`src/rtl/matcher_pkg.sv`:
```
// Shared types and helpers for the vocabulary matcher.
// Holds the FSM state enum, the per-compare action enum, the default
// terminator value and the ASCII case-folding helper.
package matcher_pkg;

    typedef enum logic [2:0] {
        IDLE,
        RD,
        CMP,
        SK_RD,
        SK_CMP
    } state_t;

    // Outcome of one compare cycle (CMP or SK_CMP)
    typedef enum logic [2:0] {
        ACT_NONE,
        ACT_HIT,
        ACT_MISS,
        ACT_STEP,
        ACT_SKIP,
        ACT_NEXT
    } act_t;

    localparam int DEF_TERM_CHAR = 0;

    // Map 'A'..'Z' to 'a'..'z'; every other byte passes through
    function automatic logic [7:0] fold_char(input logic [7:0] c);
        if (c >= 8'h41 && c <= 8'h5A) begin
            return c + 8'h20;
        end
        return c;
    endfunction

endpackage

```
`src/rtl/matcher_char_cmp.sv`:
```
// Combinational character comparator for the vocabulary matcher.
// Ports: v, i (SRAM characters) in; eq (after optional fold), v_term, i_term out.
// Macro MATCHER_CASE_FOLD_EN: when defined, the low byte of both characters
// is folded to lowercase before the equality test. Terminator detection
// always uses the raw characters.
module matcher_char_cmp
    import matcher_pkg::*;
#(
    parameter int DATA_WIDTH = 8,
    parameter int TERM_CHAR  = DEF_TERM_CHAR
) (
    input  logic [DATA_WIDTH-1:0] v,
    input  logic [DATA_WIDTH-1:0] i,
    output logic                  eq,
    output logic                  v_term,
    output logic                  i_term
);

    localparam logic [DATA_WIDTH-1:0] TERM = DATA_WIDTH'(TERM_CHAR);

    assign v_term = (v == TERM);
    assign i_term = (i == TERM);

`ifdef MATCHER_CASE_FOLD_EN
    logic [DATA_WIDTH-1:0] v_fold;
    logic [DATA_WIDTH-1:0] i_fold;

    always_comb begin
        v_fold      = v;
        i_fold      = i;
        v_fold[7:0] = fold_char(v[7:0]);
        i_fold[7:0] = fold_char(i[7:0]);
    end

    assign eq = (v_fold == i_fold);
`else
    assign eq = (v == i);
`endif

endmodule

```
`src/rtl/vocab_matcher.sv`:
```
// Searches a vocabulary SRAM of terminated words for the word in an input SRAM.
// Ports: clk, rst (async high), start/mode_prefix/vocab_start_addr/vocab_end_addr/
// input_start_addr in; rd_en/addr_v/addr_i out to both SRAMs; val_vocab/val_input in;
// busy/done/found/match_idx/match_addr result outputs.
// Macro MATCHER_CASE_FOLD_EN enables ASCII case-insensitive compares.
module vocab_matcher
    import matcher_pkg::*;
#(
    parameter int ADDR_WIDTH = 4,
    parameter int DATA_WIDTH = 8,
    parameter int TERM_CHAR  = DEF_TERM_CHAR,
    parameter int IDX_WIDTH  = ADDR_WIDTH
) (
    input  logic                  clk,
    input  logic                  rst,
    input  logic                  start,
    input  logic                  mode_prefix,
    input  logic [ADDR_WIDTH-1:0] vocab_start_addr,
    input  logic [ADDR_WIDTH-1:0] vocab_end_addr,
    input  logic [ADDR_WIDTH-1:0] input_start_addr,
    output logic                  rd_en,
    output logic [ADDR_WIDTH-1:0] addr_v,
    output logic [ADDR_WIDTH-1:0] addr_i,
    input  logic [DATA_WIDTH-1:0] val_vocab,
    input  logic [DATA_WIDTH-1:0] val_input,
    output logic                  busy,
    output logic                  done,
    output logic                  found,
    output logic [IDX_WIDTH-1:0]  match_idx,
    output logic [ADDR_WIDTH-1:0] match_addr
);

    state_t                state;
    act_t                  act;
    logic [ADDR_WIDTH-1:0] av;
    logic [ADDR_WIDTH-1:0] ai;
    logic [ADDR_WIDTH-1:0] ws;
    logic [ADDR_WIDTH-1:0] end_r;
    logic [ADDR_WIDTH-1:0] in_start_r;
    logic [IDX_WIDTH-1:0]  idx;
    logic                  mode_r;
    logic                  eq;
    logic                  v_term;
    logic                  i_term;
    logic                  last;

    matcher_char_cmp #(
        .DATA_WIDTH (DATA_WIDTH),
        .TERM_CHAR  (TERM_CHAR)
    ) u_cmp (
        .v      (val_vocab),
        .i      (val_input),
        .eq     (eq),
        .v_term (v_term),
        .i_term (i_term)
    );

    // Read strobe and addresses come straight from registered state only
    assign rd_en  = (state == RD) || (state == SK_RD);
    assign addr_v = av;
    assign addr_i = ai;
    assign last   = (av == end_r);

    always_comb begin
        act = ACT_NONE;
        unique case (state)
            CMP: begin
                if (i_term && (v_term || mode_r)) begin
                    act = ACT_HIT;
                end else if (eq) begin
                    act = last ? ACT_MISS : ACT_STEP;
                end else if (v_term) begin
                    act = last ? ACT_MISS : ACT_NEXT;
                end else begin
                    act = last ? ACT_MISS : ACT_SKIP;
                end
            end
            SK_CMP: begin
                // A terminator ends the skipped word even on the end address
                if (v_term) begin
                    act = ACT_NEXT;
                end else begin
                    act = last ? ACT_MISS : ACT_SKIP;
                end
            end
            default: act = ACT_NONE;
        endcase
    end

    always_ff @(posedge clk or posedge rst) begin
        if (rst) begin
            state      <= IDLE;
            av         <= '0;
            ai         <= '0;
            ws         <= '0;
            end_r      <= '0;
            in_start_r <= '0;
            idx        <= '0;
            mode_r     <= 1'b0;
            busy       <= 1'b0;
            done       <= 1'b0;
            found      <= 1'b0;
            match_idx  <= '0;
            match_addr <= '0;
        end else begin
            unique case (state)
                IDLE: begin
                    if (start) begin
                        av         <= vocab_start_addr;
                        ws         <= vocab_start_addr;
                        ai         <= input_start_addr;
                        in_start_r <= input_start_addr;
                        end_r      <= vocab_end_addr;
                        mode_r     <= mode_prefix;
                        idx        <= '0;
                        done       <= 1'b0;
                        found      <= 1'b0;
                        busy       <= 1'b1;
                        state      <= RD;
                    end
                end
                RD:    state <= CMP;
                SK_RD: state <= SK_CMP;
                CMP, SK_CMP: begin
                    unique case (act)
                        ACT_HIT: begin
                            found      <= 1'b1;
                            match_idx  <= idx;
                            match_addr <= ws;
                            done       <= 1'b1;
                            busy       <= 1'b0;
                            state      <= IDLE;
                        end
                        ACT_MISS: begin
                            found <= 1'b0;
                            done  <= 1'b1;
                            busy  <= 1'b0;
                            state <= IDLE;
                        end
                        ACT_STEP: begin
                            av    <= av + 1'b1;
                            ai    <= ai + 1'b1;
                            state <= RD;
                        end
                        ACT_SKIP: begin
                            av    <= av + 1'b1;
                            state <= SK_RD;
                        end
                        ACT_NEXT: begin
                            ws    <= av + 1'b1;
                            av    <= av + 1'b1;
                            ai    <= in_start_r;
                            idx   <= idx + 1'b1;
                            state <= RD;
                        end
                        default: state <= IDLE;
                    endcase
                end
                default: state <= IDLE;
            endcase
        end
    end

endmodule

```
`config.mk`:
```
export PLATFORM = sky130hd
export DESIGN_NAME = vocab_matcher
export DESIGN_NICKNAME = d
export VERILOG_FILES = /design/src/rtl/matcher_pkg.sv /design/src/rtl/matcher_char_cmp.sv /design/src/rtl/vocab_matcher.sv
export SDC_FILE = /design/constraint.sdc
export NUM_CORES = 1
export LEC_CHECK = 0
export ABC_AREA = 1
export CAP_MARGIN = 20
export CORE_AREA = 5 5 74 76
export CTS_CLUSTER_DIAMETER = 40
export DETAILED_ROUTE_END_ITERATION = 7
export DIE_AREA = 0 0 79 81
export PLACE_DENSITY = 0.78
export SLEW_MARGIN = 0
export SYNTH_ARGS = -nofsm -noshare
export SYNTH_HDL_FRONTEND = slang
export SYNTH_SLANG_ARGS = --single-unit
```
`constraint.sdc`:
```
create_clock -name clk -period 1.9 [get_ports clk]
set_input_delay 0.38 -clock clk [delete_from_list [all_inputs] [get_ports clk]]
set_output_delay 0.38 -clock clk [all_outputs]
set_load 0.02 [all_outputs]
```
==> out/metrics.csv, run 1 <==
stage,metric,value,unit
pwr,Switch Pwr,2.04,mW
critical_path,crit path cell chain,buf_4 > clkdlybuf4s50_1,
synthesis,Ys Warns,0,
critical_path,Worst Path Required,1.52,ns
timing,clk_skew,0.00805,ns
timing,highest clock rate,554,MHz
routing,wire per inst,11.9,um
clock_network,TritonCTS Buffers,5,
timing,final worst setup slack,0.0945,ns
die,Core ar.,4660,um^2
routing,ANT nets after route,0,
critical_path,crit path launch type,flip-flop,
global_route,number of global-route vias before repair,1976,
synthesis,syn nets,326,
critical_path,critical path class,reg2out,
synthesis,Yosys top cell by area,dfrtp_1,
critical_path,CP Data Arrival Time,1.43,ns
critical_path,Worst path slowest cell,clkdlybuf4s50_1,
pwr,share of power burned in combinational logic,0.568,
layout,Antenna Diode Count,0,
synthesis,Post-synth EDFFs,0,
pwr,VDD IR max,0.870,mV
status,status,"finished, final reports clean",
synthesis,list of most frequent post-synthesis cells,"93 x nand2_1, 39 x dfrtp_1, 33 x inv_1",
pwr,internal power,2.47,mW
layout,Final Net Count,399,
timing,setup tns final,0,ns
pwr,clock share of power,0.124,
die,initial core utilization,0.490,
job,max_cap viols,0,
timing,Slew HR,0.678,
routing,Via density,4.82,
die,Die W,79,um
synthesis,post-synth top area share,0.428,
synthesis,synth top area cells,"dfrtp_1 43%, nand2_1 15%, inv_1 5.4%, nand3_1 4.8%, o21ai_0 3.5%",
timing,pins over their slew limit,0,
timing,Hold WS,0.487,ns
timing,unrepaired setup endpoints after global routing,yes,
place,detailed placement HPWL,3700,um
timing,fin crit period,1.81,ns
synthesis,Synth Register Bits,39,
clock_network,clk buf depth,2,
timing,Tightest Pin Transition,0.484,ns
synthesis,Post-Synthesis Cells,291,
die,Die ar.,6400,um^2
global_route,initial antenna violation count,0,
routing,DRT Wirelength,4980,um
clock_network,clock insertion delay at the later pin of the skew report,0.29,ns
hold_path,HP Class,reg2reg,
pwr,Net Sw Frac,0.453,
routing,First-pass DRT Iterations,5,
place,Port Buffers,51,
synthesis,most numerous cell in the Yosys netlist,nand2_1,
clock_network,# H-tree levels,2,
die,DIE HEIGHT,81,um
global_route,first-pass GRT wire length,8700,um
layout,area grow syn2layout,38.5,%
clock_network,Clock transition at path regs,0.07,ns
synthesis,register area share after synthesis,0.428,
routing,via count,2019,
pwr,Leakage Power,1.70,nW
critical_path,CP max stage delay,0.59,ns
layout,share of cells above drive strength 1,0.233,
synthesis,ys async rst share,1.00,
die,Rows,25,
global_route,largest net degree at the start of global routing,40,
pwr,Power Dens Cells,1430,nW/um^2
synthesis,Synth Flop Type,dfrtp_1,
global_route,grt ovf,0,
clock_network,Root Driver,clkbuf_8,
routing,1st-iter DRT viols,93,
pwr,sequential fraction of design power,0.308,
clock_network,CTS tree,yes,
synthesis,cell area after synthesis,2280,um^2
critical_path,Critical Path Sink Type,output port,
critical_path,worst-path fanout max,4,
place,Final GP Congestion,0.807,
timing,final setup violation count,0,
global_route,GRT Total Usage,0.171,
timing,Final Hold Viols,0,
die,IO Pins,52,
synthesis,syn avg cell area,7.84,um^2
routing,Post-route DRC,0,
clock_network,clock sinks,39,
synthesis,Netlist cell types,33,
timing,Final period util,0.950,
place,Place WS,-0.336,ns
[metrics by stage]
step | utilization | instances | power [mW] | cell area, um^2
detailed placement | 0.628 | 405 | 3.84 | 2930
global route | 0.678 | 419 | 4.97 | 3160
global placement | 0.628 | 405 | 3.78 | 2930
CTS | 0.650 | 413 | 4.43 | 3030
floorplan | - | 291 | 3.11 | 2280
finish | 0.678 | 419 | 4.51 | 3160
[path summary, 6_finish.rpt]
path,start,to,slack [ns],depth (start not counted)
hold reg to reg,ws[0],ws[0],0.49,2
min in group asynchronous,rst,idx[2],0.50,3
setup reg to reg,addr_v[3],addr_v[3],0.14,15
max in group asynchronous,rst,addr_v[2],1.04,3
setup / recovery,addr_v[1],addr_v[1],0.09,2
hold / removal,ws[0],ws[0],0.49,2
[routing by layer]
layer / vias to the layer above / share of wire / wire, um / track usage
met2: 43 / 0.49 / 2460 / 0.284
met3: 9 / 0.037 / 183 / 0.0488
met5: - / 0 / 0 / 0
li1: 1047 / - / - / -
met4: 0 / 0.015 / 77 / 0.0550
met1: 920 / 0.45 / 2260 / 0.217
[sequential cells by signal, summed over array words and instances, names as in the netlist]
| name | cells |
|---|---|
| match_addr | 4 |
| found | 1 |
| ws | 4 |
| addr_v | 4 |
| done | 1 |
| match_idx | 4 |
| addr_i | 4 |
| idx | 4 |
| busy | 1 |
| end_r | 4 |
| state | 3 |
| in_start_r | 4 |
| mode_r | 1 |
[placed cells by master (no fill, tap or decap), types with 2 or more instances in the layout]
master	instances
a21oi_2	3
buf_4	20
clkbuf_8	5
clkdlybuf4s50_1	34
clkinv_1	2
clkinvlp_4	2
dfrtp_1	38
dlymetal6s2s_1	16
ha_1	3
inv_1	32
inv_2	8
mux2_2	5
nand2_1	92
nand2_2	10
nand2_4	4
nand3_1	22
nand3_2	2
nor2_1	11
nor2_2	7
nor2_4	4
o21ai_0	15
o21ai_1	3
o21ai_2	4
or2_2	2
xnor2_1	4
xor2_1	4
[layout make-up]
cell class	instances	area [um^2]
Tap cell	54	67.6
Clock inverter	3	20.0
Sequential cell	39	977
Inverter	42	158
Multi-Input combinational cell	205	1170
Fill cell	382	1500
Clock buffer	5	68.8
Timing Repair Buffer	71	699
[kinds of logic (layout without fill, tap and decap cells)]
| group | Yosys count | count (layout) | share of synthesized area |
|---|---|---|---|
| muxes | 5 | 5 | 0.0247 |
| DFF | 39 | 39 | 0.428 |
| adders and majority gates | 3 | 3 | 0.0164 |
| and+or+nand+nor | 160 | 160 | 0.333 |
| buffers and inverters | 47 | 121 | 0.0855 |
| xor gates and xnor gates | 8 | 8 | 0.0307 |
| AOI/OAI and AO/OA | 29 | 29 | 0.0817 |
[repair_timing]
action | CTS | global route
setup endpoints to repair | 7 | 20
hold buffers | 0 | 0
setup buffers | 0 | 6
pin swaps | 0 | 13
resized for setup | 4 | 30
[power by group through the flow]
stage / registers [mW] / logic [mW] / clock network, mW
global route: 1.43 / 2.91 / 0.624
floorplan: 1.50 / 1.61 / 0
finish: 1.39 / 2.56 / 0.561
CTS: 1.39 / 2.45 / 0.580
detailed placement: 1.41 / 2.43 / 0
global placement: 1.40 / 2.38 / 0
[critical path: cells and delay by family, from the launching register on]
kind / cells / cell delay [ns]
buffers and inverters: 2 / 0.73
DFF: 1 / 0.41
Power figures use the tool's default switching activity.
==> run 2, diff against run 1 <==
--- a/config.mk
+++ b/config.mk
@@ -12,6 +12,7 @@
 export DETAILED_ROUTE_END_ITERATION = 7
 export DIE_AREA = 0 0 79 81
 export PLACE_DENSITY = 0.78
+export SKIP_CTS_REPAIR_TIMING = 1
 export SLEW_MARGIN = 0
 export SYNTH_ARGS = -nofsm -noshare
 export SYNTH_HDL_FRONTEND = slang
==> run 2 against run 1 <==
Net effect:
- combinational power about the same
- utilization about the same
- first-iteration DRC count increased by 40%
- critical path depth unchanged
- critical path type unchanged
- critical endpoint is now addr_v[3]
- highest routed layer unchanged
==> out/metrics.csv, run 2 (synthesis results as in run 1) <==
stage,metric,value,unit,change
status,status,"finished, final reports clean",,
clock_network,Root Driver,clkbuf_8,,
place,Final GP Congestion,0.807,,unchanged
global_route,largest net degree at the start of global routing,40,,unchanged
timing,Final Hold Viols,0,,unchanged
global_route,initial antenna violation count,0,,unchanged
critical_path,crit path launch type,flip-flop,,
pwr,internal power,2.47,mW,+0.25%
pwr,clock share of power,0.124,,about the same
global_route,grt ovf,0,,unchanged
critical_path,worst r2r src,addr_v[3],,
pwr,share of power burned in combinational logic,0.570,,+0.002
global_route,first-pass GRT wire length,8660,um,-0.47%
routing,First-pass DRT Iterations,5,,unchanged
layout,share of cells above drive strength 1,0.230,,-0.00274
routing,1st-iter DRT viols,130,,+40%
clock_network,Clock transition at path regs,0.08,ns,about the same
routing,routed wl met3,246,um,+34%
layout,Reg area,977,um^2,unchanged
critical_path,Critical Path Sink Type,output port,,
timing,unrepaired setup endpoints after global routing,yes,,
die,IO Pins,52,,unchanged
clock_network,clock sinks,39,,unchanged
critical_path,CP max stage delay,0.59,ns,about the same
hold_path,HP Class,in2async,,
clock_network,clock insertion delay at the later pin of the skew report,0.30,ns,about the same
timing,final worst setup slack,0.105,ns,+0.0101 ns
layout,Final Util,0.678,,about the same
place,detailed placement HPWL,3700,um,unchanged
place,Place WS,-0.336,ns,unchanged
clock_network,TritonCTS Buffers,5,,unchanged
global_route,number of global-route vias before repair,1974,,-0.10%
routing,met2 wire length,2480,um,+0.73%
place,Post-DP Area,2930,um^2,unchanged
die,Core ar.,4660,um^2,unchanged
timing,Slew HR,0.682,,+0.00446
routing,DRT Wirelength,5030,um,+1.1%
routing,met1 wire length,2210,um,-2.0%
critical_path,"CP delay by family, top",buffers and inverters,,
die,Die ar.,6400,um^2,unchanged
pwr,Power Dens Cells,1430,nW/um^2,+0.26%
critical_path,CP Data Arrival Time,1.42,ns,about the same
routing,wire per inst,12.0,um,+1.1%
timing,clk_skew,0.00986,ns,+0.00181 ns
layout,post-route cell area,3160,um^2,about the same
global_route,GRT Total Usage,0.171,,-0.000712
critical_path,Worst path slowest cell,clkdlybuf4s50_1,,
critical_path,critical path class,reg2out,,
critical_path,worst-path fanout max,4,,unchanged
routing,via count,2031,,+0.59%
die,Die W,79,um,unchanged
timing,fin crit period,1.80,ns,-0.0101 ns
die,Rows,25,,unchanged
layout,most frequent cells in the layout,"92 x nand2_1, 38 x dfrtp_1, 34 x clkdlybuf4s50_1, 32 x inv_1, 22 x nand3_1",,
pwr,Net Sw Frac,0.453,,about the same
job,max_cap viols,0,,unchanged
routing,ANT nets after route,0,,unchanged
pwr,VDD IR max,0.866,mV,-0.50%
critical_path,Worst Path Required,1.52,ns,about the same
pwr,Leakage Power,1.71,nW,+0.58%
pwr,sequential fraction of design power,0.306,,-0.002
routing,Via density,4.85,,+0.59%
clock_network,clk buf depth,2,,unchanged
routing,Post-route DRC,0,,unchanged
layout,"leading cell type in the layout, fill and taps excluded",nand2_1,,
critical_path,crit path buf inv count,2,,unchanged
die,DIE HEIGHT,81,um,unchanged
timing,pins over their slew limit,0,,unchanged
timing,highest clock rate,557,MHz,+0.57%
place,Port Buffers,51,,unchanged
critical_path,crit path from,addr_v[3],,
layout,multi-input logic area,1170,um^2,-0.21%
clock_network,CTS tree,yes,,
timing,Tightest Pin Transition,0.477,ns,-0.00669 ns
layout,area grow syn2layout,38.5,%,about the same
critical_path,crit path cell chain,buf_4 > clkdlybuf4s50_1,,
layout,Antenna Diode Count,0,,unchanged
pwr,Switch Pwr,2.05,mW,+0.36%
place,dpl cells,405,,unchanged
routing,Highest Signal Layer,met4,,
timing,final setup violation count,0,,unchanged
layout,final cell count without fillers,419,,unchanged
layout,Final Net Count,399,,unchanged
layout,# fillers,383,,+0.26%
die,initial core utilization,0.490,,unchanged
clock_network,# H-tree levels,2,,unchanged
timing,Final period util,0.945,,-0.00534
[run 2: cell types whose count changed in the layout (fill, tap and decap cells not counted), sizes merged]
cell          delta
dlygate4sd2      -1
dlymetal6s2s     +1
[run 2: power groups by stage]
stage               Sequential, mW  Combinational (mW)  Clock, mW
floorplan                     1.50                1.61          0
global placement              1.40                2.38          0
detailed placement            1.41                2.43          0
CTS                           1.39                2.44      0.580
global route                  1.43                2.92      0.623
finish                        1.39                2.58      0.562
[run 2: layer usage]
layer | vias up | GRT usage
li1 | 1048 | -
met1 | 907 | 0.213
met2 | 63 | 0.286
met3 | 13 | 0.0488
met4 | 0 | 0.0550
met5 | - | 0
[run 2: stage by stage]
step	power [mW]	hold WS [ns]	setup TNS, ns
floorplan	3.11	0.451	0
global placement	3.78	0.467	-5.00
detailed placement	3.84	0.472	-6.00
CTS	4.41	0.491	-0.120
global route	4.98	0.534	-0.461
finish	4.52	0.487	0
[run 2: worst reg2reg max path, stage by stage (launching register included)]
cell	delay, ns
dfrtp_1	0.41
inv_2	0.06
nand2_1	0.05
nand2_1	0.08
nor2_4	0.15
nand2_1	0.10
nand3_2	0.09
nand3_2	0.08
nand2_2	0.10
nand2_4	0.09
nor2_4	0.13
inv_2	0.06
nand3_4	0.12
inv_2	0.06
nand2_1	0.05
nand2_1	0.05
[run 2: worst paths after layout]
kind	slack, ns	to	cells past startpoint
max in group asynchronous	1.05	addr_v[2]	3
worst max register to register	0.12	addr_v[3]	15
min in group clk	0.49	ws[0]	2
worst min register to register	0.49	ws[0]	2
worst max-delay path	0.10	addr_v[3]	2
worst min-delay path	0.49	idx[2]	3
[run 2: cell type report]
cell class              count  share of cell area
well taps                  54              0.0214
flip-flops and latches     39               0.309
clock buffers               5              0.0218
repair buffers             71               0.222
inverters                  42              0.0499
multi-input cells         205               0.369
clock inverters             3             0.00633
